`src/rtl/ex_issue_stage.sv`:
```
// Issue stage in front of the 64-bit ALU: resolves RAW hazards by bypassing
// MEM/WB results, selects ALU operands and registers the bundle for execute.
// A load sitting in the output register stalls any dependent instruction for
// one cycle so its data can be picked up from the WB/MEM bypass.
module ex_issue_stage #(
  parameter int XLEN    = 64,
  parameter int ALUOP_W = 6,
  parameter int RIDX_W  = 5
) (
  input  logic               clk,
  input  logic               rst_n,

  input  logic               in_valid,
  output logic               in_ready,
  input  logic [XLEN-1:0]    in_pc,
  input  logic [RIDX_W-1:0]  in_rs1,
  input  logic [RIDX_W-1:0]  in_rs2,
  input  logic               in_uses_rs1,
  input  logic               in_uses_rs2,
  input  logic [XLEN-1:0]    in_rs1_data,
  input  logic [XLEN-1:0]    in_rs2_data,
  input  logic [XLEN-1:0]    in_imm,
  input  logic               in_src1_is_pc,
  input  logic               in_src2_is_imm,
  input  logic [ALUOP_W-1:0] in_alu_op,
  input  logic [RIDX_W-1:0]  in_rd,
  input  logic               in_rd_we,
  input  logic               in_is_load,

  input  logic               fwd_mem_valid,
  input  logic [RIDX_W-1:0]  fwd_mem_rd,
  input  logic [XLEN-1:0]    fwd_mem_data,
  input  logic               fwd_wb_valid,
  input  logic [RIDX_W-1:0]  fwd_wb_rd,
  input  logic [XLEN-1:0]    fwd_wb_data,

  input  logic               flush,

  output logic               out_valid,
  input  logic               out_ready,
  output logic [XLEN-1:0]    out_operator_1,
  output logic [XLEN-1:0]    out_operator_2,
  output logic [XLEN-1:0]    out_rs2_data,
  output logic [ALUOP_W-1:0] out_alu_op,
  output logic [XLEN-1:0]    out_pc,
  output logic [RIDX_W-1:0]  out_rd,
  output logic               out_rd_we,
  output logic               out_is_load
);

  logic [XLEN-1:0] rs1Fwd;
  logic [XLEN-1:0] rs2Fwd;
  logic            rs1HitsLoad;
  logic            rs2HitsLoad;
  logic            loadUse;
  logic            capture;

  // rs1 bypass: x0 is hardwired zero, MEM is newer than WB so it wins
  always_comb begin
    rs1Fwd = in_rs1_data;
    if (in_rs1 == '0)
      rs1Fwd = '0;
    else if (fwd_mem_valid && (fwd_mem_rd == in_rs1))
      rs1Fwd = fwd_mem_data;
    else if (fwd_wb_valid && (fwd_wb_rd == in_rs1))
      rs1Fwd = fwd_wb_data;
  end

  // rs2 bypass, same priority as rs1
  always_comb begin
    rs2Fwd = in_rs2_data;
    if (in_rs2 == '0)
      rs2Fwd = '0;
    else if (fwd_mem_valid && (fwd_mem_rd == in_rs2))
      rs2Fwd = fwd_mem_data;
    else if (fwd_wb_valid && (fwd_wb_rd == in_rs2))
      rs2Fwd = fwd_wb_data;
  end

  // out_rd is already zeroed for non-writing bundles, so rd==0 covers that case too
  assign rs1HitsLoad = in_uses_rs1 && (in_rs1 == out_rd);
  assign rs2HitsLoad = in_uses_rs2 && (in_rs2 == out_rd);
  assign loadUse     = out_valid && out_is_load && out_rd_we && (out_rd != '0) &&
                       (rs1HitsLoad || rs2HitsLoad);

  assign in_ready = !flush && !loadUse && (!out_valid || out_ready);
  assign capture  = in_valid && in_ready;

  // Output bundle register: flush kills, capture loads, consume drains, else hold
  always_ff @(posedge clk or negedge rst_n) begin
    if (!rst_n) begin
      out_valid      <= 1'b0;
      out_operator_1 <= '0;
      out_operator_2 <= '0;
      out_rs2_data   <= '0;
      out_alu_op     <= '0;
      out_pc         <= '0;
      out_rd         <= '0;
      out_rd_we      <= 1'b0;
      out_is_load    <= 1'b0;
    end else if (flush) begin
      out_valid <= 1'b0;
    end else if (capture) begin
      out_valid      <= 1'b1;
      out_operator_1 <= in_src1_is_pc  ? in_pc  : rs1Fwd;
      out_operator_2 <= in_src2_is_imm ? in_imm : rs2Fwd;
      out_rs2_data   <= rs2Fwd;
      out_alu_op     <= in_alu_op;
      out_pc         <= in_pc;
      out_rd         <= in_rd_we ? in_rd : '0;
      out_rd_we      <= in_rd_we;
      out_is_load    <= in_is_load;
    end else if (out_ready) begin
      out_valid <= 1'b0;
    end
  end

endmodule
```
`config.mk`:
```
export PLATFORM = sky130hd
export DESIGN_NAME = ex_issue_stage
export DESIGN_NICKNAME = d
export VERILOG_FILES = /design/src/rtl/ex_issue_stage.sv
export SDC_FILE = /design/constraint.sdc
export NUM_CORES = 1
export LEC_CHECK = 0
export ABC_CLOCK_PERIOD_IN_PS = 2760
export BUFFER_PORTS_ARGS = -buffer_cell sky130_fd_sc_hd__buf_4
export CORE_AREA = 2 2 269 271
export DETAILED_ROUTE_END_ITERATION = 6
export DIE_AREA = 0 0 271 273
export PLACE_DENSITY = 0.53
export SYNTH_ARGS = -nofsm -noshare
export SYNTH_HDL_FRONTEND = slang
export SYNTH_SLANG_ARGS = --single-unit
```
`constraint.sdc`:
```
create_clock -name clk -period 2.76 [get_ports clk]
set_clock_uncertainty 0.05 [all_clocks]
set_input_delay 0.414 -clock clk [delete_from_list [all_inputs] [get_ports clk]]
set_output_delay 0.414 -clock clk [all_outputs]
set_load 0.05 [all_outputs]
```
==> metrics <==
CTS max path bufs 3; Post-route DRC 0; vias in the first global route 18500; IO Pins 699; Critical Path RT approximately 2.3 ns; effective utilization at floorplan 0.222; crit start category register; drt pass-1 iters 6; largest net degree at the start of global routing between 70 and 80; Routed WL around 96 mm; final setup violation count 0; Core Area 71000 µm²; Synth Warn # 0; PortBufs 698; fin. max-slew vios 0; Static Leak 9.86 nW; Final Power 17.0 mW; Area after DPL 22500 µm²; crit path launch out_rd[3]; final hold violation count 0; area grow syn2layout 51.2%; dpl hpwl 71.4 mm; max-cap violations 0; die height 273 µm; max_slew headroom 0.499; RR Startpoint out_rd[3]; Die ar. 74000 µm²; Worst setup EP type primary output; Synth Instances 1657; share of cells above drive strength 1 0.431; final setup TNS 0 ns; Min-Delay Path Class in -> reg; PwrDens 713 nW/µm²; slew of the pin with the lowest slew margin roughly 0.75 ns; Skew-Pair Late Insertion Delay roughly 0.56 ns; Clock power frac 0.294; pre-CTS setup slack a little over 0.09 ns; register area share after synthesis 0.429; H-tree depth 2; vias post-DR ~18000; Cell Int Power slightly below 10 mW; final std cells w/o fill 3279; Worst Path Max Fanout 5; Worst IR Drop VDD 0.470 mV; Nets approximately 2700; CTS tree done; Net Count, Synth roughly 2100; GRT overflow 0; first-pass GRT wire length between 100 and 150 mm; Sink Count 270; DR iter-0 viols 2155; initial antenna violation count 11; final worst path period need 2.60 ns; clock root buffer clkbuf_16; Final WS setup 0.158 ns; Tot GR Track Use 0.248; FMAX 0.384 GHz; sequential power share 0.306; dpl cells 3198; Core Rows 98; Synth Cell Area 15700 µm²; Crit Path Class reg -> out; RSZ-0062 raised after global routing false; Comb pwr share 0.400; clock slew at reported path FFs 0.06 ns; Switching Fraction 0.420; Netlist cell types 36; Die X around 270 µm; Vias/cell 5.58; Post-DRT Antenna Nets 0; Synth Register Bits 270; worst hold path startpoint flush; WP data arrival 2.14 ns; clock buffer count from CTS 37; GPL Wtd Cong approximately 0.90; Final period util 0.943; status finished clean; fin area 23800 µm²; Mapped Avg Cell Area 9.49 µm²; drt wl/cell 29.4 µm; Filler cells between 7000 and 8000; Sw Pwr between 7 and 8 mW
worst max-delay path: stages, from the launching register on:
cell and delay [ns]:
dfrtp_1 0.50, nor4_1 0.10, a21oi_1 0.52, nand2_2 0.11
and2_1 0.16, buf_4 0.19
synth_stat cells, drive strengths merged:
master,count,share of area
a21o,1,0.00048
a21oi,47,0.015
a311o,41,0.026
a311oi,143,0.080
a32oi,45,0.025
and2,5,0.0020
and4,2,0.0011
buf,82,0.026
clkbuf,117,0.028
dfrtp,270,0.43
inv,54,0.013
mux2,132,0.094
mux2i,9,0.0057
nand2,180,0.043
nand2b,2,0.00080
nand3,69,0.022
nand4,66,0.026
nor2,2,0.00048
nor2b,1,0.00040
nor3,125,0.040
nor4,1,0.00040
o211ai,8,0.0038
o21a,4,0.0019
o21ai,125,0.040
o21bai,1,0.00048
o22ai,5,0.0024
o32a,83,0.053
or2,2,0.00080
or3,4,0.0016
or4,1,0.00048
xnor2,30,0.017
power by group through the flow:
stage | Sequential [mW] | Clock (mW) | Combinational [mW]
2_1_floorplan | 7.69 | 0 | 1.40
3_3_place_gp | 5.22 | 0 | 6.75
3_5_place_dp | 5.24 | 0 | 6.78
4_1_cts | 5.18 | 5.13 | 6.80
5_1_grt | 5.26 | 5.28 | 7.03
6_report | 5.19 | 4.99 | 6.79
sequential cells by signal (all words and copies together), names as in the netlist:
register	flops
out_rd_we	1
out_operator_1	64
out_rs2_data	64
out_is_load	1
out_valid	1
out_rd	5
out_alu_op	6
out_operator_2	64
out_pc	64
per-stage QoR:
stage	hold WS, ns	util
after global routing	0.0247	0.335
after CTS	0.00446	0.335
final	0.0434	0.335
after detailed placement	0.441	0.317
after floorplan	0.0684	-
after global placement	0.434	0.317
layout by cell type, fill, tap and decap left out, drive strengths merged, types with 8 or more instances in the layout:
cell    instances
buf           791
dfrtp         270
nand2         180
a311oi        143
mux2          132
o21ai         125
nor3          125
o32a           83
nand3          69
nand4          66
inv            55
clkbuf         53
a21oi          47
a32oi          45
a311o          41
xnor2          30
mux2i           9
clkinv          9
o211ai          8
final timing paths:
path	slack, ns	endpoint	cells past startpoint
max in group asynchronous	1.43	out_operator_2[8]	3
min	0.04	out_valid	2
min reg2reg	0.45	out_operator_2[44]	1
min in group asynchronous	0.44	out_operator_2[33]	2
max	0.16	in_ready	5
max reg2reg	0.34	out_rs2_data[36]	5
layout make-up:
type / count / area [µm²] / area share
Multi-Input combinational cell: 1134 / 8020 / 0.337
Inverter: 54 / 203 / 0.00852
Sequential cell: 270 / 6760 / 0.284
Clock inverter: 15 / 144 / 0.00605
Antenna cell: 6 / 15.0 / 0.000631
Tap cell: 950 / 1190 / 0.0500
Timing Repair Buffer: 797 / 6380 / 0.268
Clock buffer: 53 / 1080 / 0.0453
logic make-up after synthesis:
group                  count (synthesis)  share of synthesized area
AO/OA/AOI/OAI                        503                      0.248
XOR/XNOR                              30                     0.0167
buffers and inverters                253                     0.0671
flip-flops                           270                      0.429
multiplexers                         141                      0.100
AND/OR/NAND/NOR                      460                      0.139
repair_timing:
action | 4_1_cts | 5_1_grt
hold buffers | 6 | 0
endpoints found under the hold margin | 68 | 0
resized for setup | 0 | 1
setup buffers | 0 | 1
setup endpoints to repair | 0 | 1
metal layers:
layer / vias up / share of wire / track usage
met1: 9181 / 0.39 / 0.304
met5: - / 0.00051 / 0
met2: 1173 / 0.48 / 0.414
met3: 212 / 0.093 / 0.0652
li1: 7715 / - / -
met4: 8 / 0.040 / 0.101
No activity file was read; power rests on OpenSTA's default activity.
